[src/rtl/axi4_lite_regfile_if.sv]
// AXI4-Lite channel bundle shared by register-bank masters and slaves.
interface ifc_axi4_lite #(
  parameter int unsigned ADDR_WIDTH = 32,
  parameter int unsigned DATA_WIDTH = 32
);
  logic                      awvalid;
  logic                      awready;
  logic [ADDR_WIDTH-1:0]     awaddr;
  logic [2:0]                awprot;
  logic                      wvalid;
  logic                      wready;
  logic [DATA_WIDTH-1:0]     wdata;
  logic [DATA_WIDTH/8-1:0]   wstrb;
  logic                      bvalid;
  logic                      bready;
  logic [1:0]                bresp;
  logic                      arvalid;
  logic                      arready;
  logic [ADDR_WIDTH-1:0]     araddr;
  logic [2:0]                arprot;
  logic                      rvalid;
  logic                      rready;
  logic [DATA_WIDTH-1:0]     rdata;
  logic [1:0]                rresp;

  modport master (
    output awvalid, awaddr, awprot, wvalid, wdata, wstrb, bready, arvalid, araddr, arprot, rready,
    input  awready, wready, bvalid, bresp, arready, rvalid, rdata, rresp
  );

  modport slave (
    input  awvalid, awaddr, awprot, wvalid, wdata, wstrb, bready, arvalid, araddr, arprot, rready,
    output awready, wready, bvalid, bresp, arready, rvalid, rdata, rresp
  );
endinterface

[src/rtl/axi4_lite_regfile.sv]
// AXI4-Lite register bank: byte-strobed RW registers, hardware-sourced RO registers,
// SLVERR on illegal accesses, and one-cycle access pulses toward the datapath.
module axi4_lite_regfile #(
  parameter int unsigned           ADDR_WIDTH = 32,
  parameter int unsigned           DATA_WIDTH = 32,
  parameter int unsigned           NUM_REGS   = 16,
  parameter logic [ADDR_WIDTH-1:0] BASE_ADDR  = '0,
  parameter logic [NUM_REGS-1:0]   RO_MASK    = '0
) (
  input  logic                           clk,
  input  logic                           rst,
  ifc_axi4_lite.slave                    s_axi,
  output logic [NUM_REGS*DATA_WIDTH-1:0] reg_o,
  input  logic [NUM_REGS*DATA_WIDTH-1:0] reg_i,
  output logic [NUM_REGS-1:0]            wr_pulse_o,
  output logic [NUM_REGS-1:0]            rd_pulse_o
);

  localparam int unsigned STRB_W = DATA_WIDTH / 8;
  localparam int unsigned SHIFT  = $clog2(STRB_W);
  localparam int unsigned IDX_W  = (NUM_REGS > 1) ? $clog2(NUM_REGS) : 1;

  if (!(DATA_WIDTH == 32 || DATA_WIDTH == 64)) begin : g_bad_width
    $error("axi4_lite_regfile: DATA_WIDTH must be 32 or 64");
  end
  if (NUM_REGS < 1) begin : g_bad_count
    $error("axi4_lite_regfile: NUM_REGS must be at least 1");
  end
  if (BASE_ADDR[SHIFT-1:0] != '0) begin : g_bad_base
    $error("axi4_lite_regfile: BASE_ADDR must be aligned to DATA_WIDTH/8");
  end

  typedef enum logic {W_COLLECT, W_RESP} w_state_e;
  typedef enum logic {R_IDLE, R_RESP} r_state_e;

  function automatic logic [IDX_W-1:0] addr_idx(input logic [ADDR_WIDTH-1:0] addr);
    logic [ADDR_WIDTH-1:0] off;
    off = (addr - BASE_ADDR) >> SHIFT;
    return off[IDX_W-1:0];
  endfunction

  function automatic logic addr_ok(input logic [ADDR_WIDTH-1:0] addr);
    logic [ADDR_WIDTH-1:0] off;
    off = (addr - BASE_ADDR) >> SHIFT;
    return (addr >= BASE_ADDR) && (off < ADDR_WIDTH'(NUM_REGS));
  endfunction

  w_state_e              w_state_q, w_state_d;
  r_state_e              r_state_q, r_state_d;
  logic                  aw_held_q, aw_held_d, w_held_q, w_held_d;
  logic [ADDR_WIDTH-1:0] awaddr_q, awaddr_d;
  logic [DATA_WIDTH-1:0] wdata_q, wdata_d;
  logic [STRB_W-1:0]     wstrb_q, wstrb_d;
  logic                  awready_q, awready_d, wready_q, wready_d;
  logic                  bvalid_q, bvalid_d;
  logic [1:0]            bresp_q, bresp_d;
  logic                  arready_q, arready_d, rvalid_q, rvalid_d;
  logic [DATA_WIDTH-1:0] rdata_q, rdata_d;
  logic [1:0]            rresp_q, rresp_d;
  logic [DATA_WIDTH-1:0] regs_q [NUM_REGS];
  logic [DATA_WIDTH-1:0] regs_d [NUM_REGS];
  logic [NUM_REGS-1:0]   wr_pulse_q, wr_pulse_d, rd_pulse_q, rd_pulse_d;

  logic                  aw_hs, w_hs, wr_ok, wr_hit, rd_ok;
  logic [IDX_W-1:0]      wr_idx, rd_idx;
  logic [DATA_WIDTH-1:0] rd_val;
  logic                  unused_prot;

  assign unused_prot = ^{s_axi.awprot, s_axi.arprot};

  always_comb begin
    w_state_d  = w_state_q;
    aw_held_d  = aw_held_q;
    w_held_d   = w_held_q;
    awaddr_d   = awaddr_q;
    wdata_d    = wdata_q;
    wstrb_d    = wstrb_q;
    awready_d  = awready_q;
    wready_d   = wready_q;
    bvalid_d   = bvalid_q;
    bresp_d    = bresp_q;
    regs_d     = regs_q;
    wr_pulse_d = '0;
    wr_idx     = '0;
    wr_ok      = 1'b0;
    wr_hit     = 1'b0;
    aw_hs      = s_axi.awvalid && awready_q;
    w_hs       = s_axi.wvalid && wready_q;
    case (w_state_q)
      W_COLLECT: begin
        if (aw_hs) begin
          aw_held_d = 1'b1;
          awaddr_d  = s_axi.awaddr;
        end
        if (w_hs) begin
          w_held_d = 1'b1;
          wdata_d  = s_axi.wdata;
          wstrb_d  = s_axi.wstrb;
        end
        // Commit uses the _d view so a half arriving this cycle is included.
        if (aw_held_d && w_held_d) begin
          wr_idx = addr_idx(awaddr_d);
          wr_ok  = addr_ok(awaddr_d);
          for (int unsigned i = 0; i < NUM_REGS; i++) begin
            if (wr_ok && !RO_MASK[i] && wr_idx == IDX_W'(i)) begin
              wr_hit        = 1'b1;
              wr_pulse_d[i] = 1'b1;
              for (int unsigned k = 0; k < STRB_W; k++) begin
                if (wstrb_d[k]) regs_d[i][8*k +: 8] = wdata_d[8*k +: 8];
              end
            end
          end
          bresp_d   = wr_hit ? 2'b00 : 2'b10;
          bvalid_d  = 1'b1;
          awready_d = 1'b0;
          wready_d  = 1'b0;
          w_state_d = W_RESP;
        end else begin
          awready_d = !aw_held_d;
          wready_d  = !w_held_d;
        end
      end
      W_RESP: begin
        if (s_axi.bready) begin
          bvalid_d  = 1'b0;
          aw_held_d = 1'b0;
          w_held_d  = 1'b0;
          awready_d = 1'b1;
          wready_d  = 1'b1;
          w_state_d = W_COLLECT;
        end
      end
      default: w_state_d = W_COLLECT;
    endcase
  end

  // Reads sample regs_q, so a same-cycle write commit is not visible to the read.
  always_comb begin
    r_state_d  = r_state_q;
    arready_d  = arready_q;
    rvalid_d   = rvalid_q;
    rdata_d    = rdata_q;
    rresp_d    = rresp_q;
    rd_pulse_d = '0;
    rd_idx     = '0;
    rd_ok      = 1'b0;
    rd_val     = '0;
    case (r_state_q)
      R_IDLE: begin
        arready_d = 1'b1;
        if (s_axi.arvalid && arready_q) begin
          rd_idx = addr_idx(s_axi.araddr);
          rd_ok  = addr_ok(s_axi.araddr);
          for (int unsigned i = 0; i < NUM_REGS; i++) begin
            if (rd_ok && rd_idx == IDX_W'(i)) begin
              rd_val        = RO_MASK[i] ? reg_i[i*DATA_WIDTH +: DATA_WIDTH] : regs_q[i];
              rd_pulse_d[i] = 1'b1;
            end
          end
          rdata_d   = rd_val;
          rresp_d   = rd_ok ? 2'b00 : 2'b10;
          rvalid_d  = 1'b1;
          arready_d = 1'b0;
          r_state_d = R_RESP;
        end
      end
      R_RESP: begin
        if (s_axi.rready) begin
          rvalid_d  = 1'b0;
          arready_d = 1'b1;
          r_state_d = R_IDLE;
        end
      end
      default: r_state_d = R_IDLE;
    endcase
  end

  always_ff @(posedge clk) begin
    if (rst) begin
      w_state_q  <= W_COLLECT;
      r_state_q  <= R_IDLE;
      aw_held_q  <= 1'b0;
      w_held_q   <= 1'b0;
      awaddr_q   <= '0;
      wdata_q    <= '0;
      wstrb_q    <= '0;
      awready_q  <= 1'b0;
      wready_q   <= 1'b0;
      bvalid_q   <= 1'b0;
      bresp_q    <= '0;
      arready_q  <= 1'b0;
      rvalid_q   <= 1'b0;
      rdata_q    <= '0;
      rresp_q    <= '0;
      regs_q     <= '{default: '0};
      wr_pulse_q <= '0;
      rd_pulse_q <= '0;
    end else begin
      w_state_q  <= w_state_d;
      r_state_q  <= r_state_d;
      aw_held_q  <= aw_held_d;
      w_held_q   <= w_held_d;
      awaddr_q   <= awaddr_d;
      wdata_q    <= wdata_d;
      wstrb_q    <= wstrb_d;
      awready_q  <= awready_d;
      wready_q   <= wready_d;
      bvalid_q   <= bvalid_d;
      bresp_q    <= bresp_d;
      arready_q  <= arready_d;
      rvalid_q   <= rvalid_d;
      rdata_q    <= rdata_d;
      rresp_q    <= rresp_d;
      regs_q     <= regs_d;
      wr_pulse_q <= wr_pulse_d;
      rd_pulse_q <= rd_pulse_d;
    end
  end

  always_comb begin
    reg_o = '0;
    for (int unsigned i = 0; i < NUM_REGS; i++) begin
      reg_o[i*DATA_WIDTH +: DATA_WIDTH] = RO_MASK[i] ? '0 : regs_q[i];
    end
  end

  assign s_axi.awready = awready_q;
  assign s_axi.wready  = wready_q;
  assign s_axi.bvalid  = bvalid_q;
  assign s_axi.bresp   = bresp_q;
  assign s_axi.arready = arready_q;
  assign s_axi.rvalid  = rvalid_q;
  assign s_axi.rdata   = rdata_q;
  assign s_axi.rresp   = rresp_q;
  assign wr_pulse_o    = wr_pulse_q;
  assign rd_pulse_o    = rd_pulse_q;

endmodule
[src/flat_wrapper.sv]
// flat-port wrapper written by rule: the top's interface ports become plain ports
module axi4_lite_regfile_flat 
#(
  parameter int unsigned           ADDR_WIDTH = 32,
  parameter int unsigned           DATA_WIDTH = 32,
  parameter int unsigned           NUM_REGS   = 16,
  parameter logic [ADDR_WIDTH-1:0] BASE_ADDR  = '0,
  parameter logic [NUM_REGS-1:0]   RO_MASK    = '0
)
  (clk, rst, reg_o, reg_i, wr_pulse_o, rd_pulse_o, s_axi_awvalid, s_axi_awaddr, s_axi_awprot, s_axi_wvalid, s_axi_wdata, s_axi_wstrb, s_axi_bready, s_axi_arvalid, s_axi_araddr, s_axi_arprot, s_axi_rready, s_axi_awready, s_axi_wready, s_axi_bvalid, s_axi_bresp, s_axi_arready, s_axi_rvalid, s_axi_rdata, s_axi_rresp);
  ifc_axi4_lite #(.ADDR_WIDTH(ADDR_WIDTH), .DATA_WIDTH(DATA_WIDTH)) s_axi_i ();
  input  logic clk;
  input  logic rst;
  output logic [NUM_REGS*DATA_WIDTH-1:0] reg_o;
  input  logic [NUM_REGS*DATA_WIDTH-1:0] reg_i;
  output logic [NUM_REGS-1:0] wr_pulse_o;
  output logic [NUM_REGS-1:0] rd_pulse_o;
  input wire logic [$bits(s_axi_i.awvalid)-1:0] s_axi_awvalid;
  input wire logic [$bits(s_axi_i.awaddr)-1:0] s_axi_awaddr;
  input wire logic [$bits(s_axi_i.awprot)-1:0] s_axi_awprot;
  input wire logic [$bits(s_axi_i.wvalid)-1:0] s_axi_wvalid;
  input wire logic [$bits(s_axi_i.wdata)-1:0] s_axi_wdata;
  input wire logic [$bits(s_axi_i.wstrb)-1:0] s_axi_wstrb;
  input wire logic [$bits(s_axi_i.bready)-1:0] s_axi_bready;
  input wire logic [$bits(s_axi_i.arvalid)-1:0] s_axi_arvalid;
  input wire logic [$bits(s_axi_i.araddr)-1:0] s_axi_araddr;
  input wire logic [$bits(s_axi_i.arprot)-1:0] s_axi_arprot;
  input wire logic [$bits(s_axi_i.rready)-1:0] s_axi_rready;
  output wire logic [$bits(s_axi_i.awready)-1:0] s_axi_awready;
  output wire logic [$bits(s_axi_i.wready)-1:0] s_axi_wready;
  output wire logic [$bits(s_axi_i.bvalid)-1:0] s_axi_bvalid;
  output wire logic [$bits(s_axi_i.bresp)-1:0] s_axi_bresp;
  output wire logic [$bits(s_axi_i.arready)-1:0] s_axi_arready;
  output wire logic [$bits(s_axi_i.rvalid)-1:0] s_axi_rvalid;
  output wire logic [$bits(s_axi_i.rdata)-1:0] s_axi_rdata;
  output wire logic [$bits(s_axi_i.rresp)-1:0] s_axi_rresp;
  assign s_axi_i.awvalid = s_axi_awvalid;
  assign s_axi_i.awaddr = s_axi_awaddr;
  assign s_axi_i.awprot = s_axi_awprot;
  assign s_axi_i.wvalid = s_axi_wvalid;
  assign s_axi_i.wdata = s_axi_wdata;
  assign s_axi_i.wstrb = s_axi_wstrb;
  assign s_axi_i.bready = s_axi_bready;
  assign s_axi_i.arvalid = s_axi_arvalid;
  assign s_axi_i.araddr = s_axi_araddr;
  assign s_axi_i.arprot = s_axi_arprot;
  assign s_axi_i.rready = s_axi_rready;
  assign s_axi_awready = s_axi_i.awready;
  assign s_axi_wready = s_axi_i.wready;
  assign s_axi_bvalid = s_axi_i.bvalid;
  assign s_axi_bresp = s_axi_i.bresp;
  assign s_axi_arready = s_axi_i.arready;
  assign s_axi_rvalid = s_axi_i.rvalid;
  assign s_axi_rdata = s_axi_i.rdata;
  assign s_axi_rresp = s_axi_i.rresp;
  axi4_lite_regfile #(.ADDR_WIDTH(ADDR_WIDTH), .DATA_WIDTH(DATA_WIDTH), .NUM_REGS(NUM_REGS), .BASE_ADDR(BASE_ADDR), .RO_MASK(RO_MASK)) u_core (.clk(clk), .rst(rst), .s_axi(s_axi_i), .reg_o(reg_o), .reg_i(reg_i), .wr_pulse_o(wr_pulse_o), .rd_pulse_o(rd_pulse_o));
endmodule
[config.mk]
export PLATFORM = sky130hd
export DESIGN_NAME = axi4_lite_regfile_flat
export DESIGN_NICKNAME = d
export VERILOG_FILES = /design/src/rtl/axi4_lite_regfile_if.sv /design/src/rtl/axi4_lite_regfile.sv /design/src/flat_wrapper.sv
export SDC_FILE = /design/constraint.sdc
export NUM_CORES = 1
export LEC_CHECK = 0
export ABC_AREA = 1
export CORE_AREA = 4 4 466 468
export CTS_CLUSTER_DIAMETER = 120
export DETAILED_ROUTE_END_ITERATION = 10
export DIE_AREA = 0 0 470 472
export PLACE_DENSITY = 0.3
export SLEW_MARGIN = 15
export SYNTH_ARGS = -nofsm -noshare
export SYNTH_HDL_FRONTEND = slang
export SYNTH_SLANG_ARGS = --single-unit
[constraint.sdc]
create_clock -name clk -period 3.7 [get_ports clk]
set_clock_uncertainty 0.2 [all_clocks]
set_input_delay 0.74 -clock clk [delete_from_list [all_inputs] [get_ports clk]]
set_output_delay 0.74 -clock clk [all_outputs]
set_load 0.01 [all_outputs]
==> qor.csv <==
stage;metric;value;unit
cts;numCtsBuffers;90;
cts;clkLatencyLatePin;0.73;ns
cts;clk_path_buf_depth;3;
global_route;antenna_found_initial;26;
global_route;grt_max_degree;209;
placement;placed_area;40900;um2
cts;clockRootBuffer;clkbuf_16;
timing;slew_headroom;34.9;%
drt;ant_nets;0;
drt;dr_total_vias;29400;
timing;hold_ws;0.242;ns
timing;finalHoldViolations;0;
global_route;grt_pass1_vias;28400;
timing;setup_violations;0;
cts;htree_levels;3;
setup_path;rr_startpoint;u_core.s_axi.awready;
min_path;min_to;u_core.s_axi.awready;
floorplanning;start_util;13.1;%
cells_and_area;syn_to_final_growth;57.7;%
cts;holdBufCountCts;0;
floorplanning;die_w;470;um
setup_path;r2r-end;u_core.reg_o[36];
timing;fin_crit_sh;94.6;%
cts;cts_setup_buffers;0;
synth;synth-seq-cells;653;
drt;drt_wl_total;180000;um
timing;final_max_slew_viol_count;0;
setup_path;crit_path_start_kind;primary input;
cts;tritoncts;yes;
timing;fin_ws;0.200;ns
min_path;holdPathStages;4;
global_route;grt_usage;15.6;%
synth;yosysWarnings;0;
floorplanning;core-area;214000;um2
timing;min_period;3.50;ns
timing;rsz0062_at_grt;no;
cells_and_area;fin_area;44100;um2
drt;avgViaCountPerCell;3.81;
power;ir_drop;0.000346;V
floorplanning;rows;170;
power;p_per_area;415;nW/um2
setup_path;cp-end-kind;flip-flop;
synth;syn_avg_cell_area;7.10;um2
setup_path;path_max_fanout;16;
floorplanning;die_h;472;um
min_path;hold_path.class;in2reg;
setup_path;worstPathRequired;4.15;ns
drt;route.detailed.drc;0;
run_status;status;complete, no violations;
cts;cts_resized;0;
cells_and_area;drive_gt1_share;11.9;%
placement;dp_slack;-0.720;ns
placement;numPortBuffers;685;
cts;cts.sinks;653;
placement;dp.cells;7545;
synth;yosysSeqAreaShare;46.8;%
power;power.leakage;15.5;nW
drt;dr.first_iter.drc_count;1921;
synth;syn_inst;3936;
min_path;hp-start;rst;
cells_and_area;nets;5424;
setup_path;regToRegSetupSlack;0.46;ns
timing;max_freq;0.286;GHz
synth;yosysUniqueCellTypes;31;
drt;dr.pass1.iters;5;
cells_and_area;final_cells;7725;
cts;clk_pin_slew;0.06;ns
setup_path;reg2regPathDepth;15;
floorplanning;ioPinCount;1210;
drt;wl_per_cell;23.3;um
timing;tightestPinTransition;0.977;ns
placement;gp_congestion;0.826;
setup_path;crit_arrival;3.95;ns
synth;syn_area;27900;um2
placement;hpwl;142000;um
job;cap_viol_max_count;0;
global_route;grt_pass1_wl;242000;um
global_route;grt.overflow.total;0;
setup_path;worstSetupPathType;in2reg;
floorplanning;dieArea;222000;um2
[routing by layer]
metal	GRT usage, %	wire length [um]	share of wire [%]
met1	19.9	80400	45
met2	23.7	75800	42
met3	7.54	19100	11
met4	3.69	4410	2.5
met5	0	123	0.068
[flip-flops by register name, indices dropped and copies added, names as in the netlist, 4 cells and up]
name and flops:
u_core.wr_pulse_o 16, u_core.wdata_q 32, u_core.wstrb_q 4, u_core.s_axi.rdata 32
u_core.rd_pulse_o 16, u_core.awaddr_q 30, u_core.reg_o 512
[worst max path at each step]
stage,cells after the start,endpoint,slack (ns),from
finish,16,u_core.reg_o[36],0.20,s_axi_awvalid
global route,16,u_core.reg_o[36],0.005,s_axi_awvalid
CTS,15,u_core.s_axi.rdata[30],0.07,s_axi_araddr[5]
detailed placement,15,u_core.s_axi.rdata[30],-0.72,s_axi_araddr[5]
global placement,15,u_core.s_axi.rdata[30],-0.75,s_axi_araddr[5]
floorplan,16,u_core.reg_o[22],0.79,s_axi_awvalid
[worst max-delay path, stage by stage]
cell and delay, ns:
clkdlybuf4s50_1 0.57, nand2_2 0.23, buf_12 0.22, o21ai_0 0.14
inv_1 0.07, nor4_1 0.24, nand2_1 0.16, nor3_2 0.18
nand2_2 0.17, clkinv_2 0.12, nand3_4 0.15, nor2_4 0.21
buf_12 0.15, nand2_2 0.20, buf_4 0.22, a21oi_1 0.14
[Yosys cell counts (all sizes together)]
library cell | count | area share (%)
o21ai | 588 | 11
a21oi | 636 | 11
inv | 672 | 9.0
nand3 | 160 | 2.9
buf | 71 | 1.4
nor4 | 20 | 0.45
mux2i | 12 | 0.43
clkinv | 2 | 0.031
nand2 | 463 | 6.4
or2 | 1 | 0.022
and2 | 1 | 0.022
dfxtp | 653 | 47
conb | 1 | 0.013
clkbuf | 201 | 2.7
nor3 | 22 | 0.43
o211ai | 14 | 0.38
nor2 | 286 | 4.0
nand4 | 132 | 3.0
a211oi | 1 | 0.027
[cell type report]
type	count	area (um2)
clock buffers	139	2710
clock inverters	28	393
repair buffers	1042	10400
inverters	674	2540
flip-flops and latches	653	13100
diodes	13	32.5
fillers	24000	169000
well taps	2838	3550
multi-input cells	2338	11400
[layout by cell type (no fill, tap or decap), types with 3 or more instances in the layout]
cell,instances
clkdlybuf4s50_1,684
inv_1,668
dfxtp_1,652
a21oi_1,619
o21ai_0,551
nand2_1,443
buf_4,287
nor2_1,265
nand3_1,157
nand4_1,132
clkbuf_16,91
buf_12,71
o21ai_1,37
clkbuf_8,25
clkbuf_1,23
nor4_1,20
nand2_2,19
a21oi_2,17
o211ai_1,14
diode_2,13
clkinv_2,13
mux2i_1,12
nor3_2,11
nor2_2,11
nor3_1,11
nor2_4,10
bufinv_16,6
inv_2,4
clkinv_8,3
[per-stage QoR]
step	setup TNS [ns]	util, %	power [mW]
finish	0	20.6	18.3
global route	0	20.6	19.1
CTS	0	20.6	18.7
detailed placement	-237.92	19.2	9.26
global placement	-236.15	19.2	9.25
floorplan	0	-	8.17
[cells by family after synthesis]
| family | count (synthesis) | share of synthesized area [%] |
|---|---|---|
| muxes | 12 | 0.430 |
| AOI/OAI and AO/OA | 1239 | 22.3 |
| and+or+nand+nor | 1085 | 17.2 |
| other | 1 | 0.0134 |
| buffers and inverters | 946 | 13.2 |
| DFF | 653 | 46.8 |
[report_power, final]
| part | internal (mW) | switching, mW | leakage [nW] |
|---|---|---|---|
| clock | 5.48 | 3.78 | 1.53 |
| sequential | 7.15 | 0.0551 | 5.27 |
| combinational | 0.539 | 1.28 | 8.67 |
Note: power is estimated with default switching activity, not from simulation.
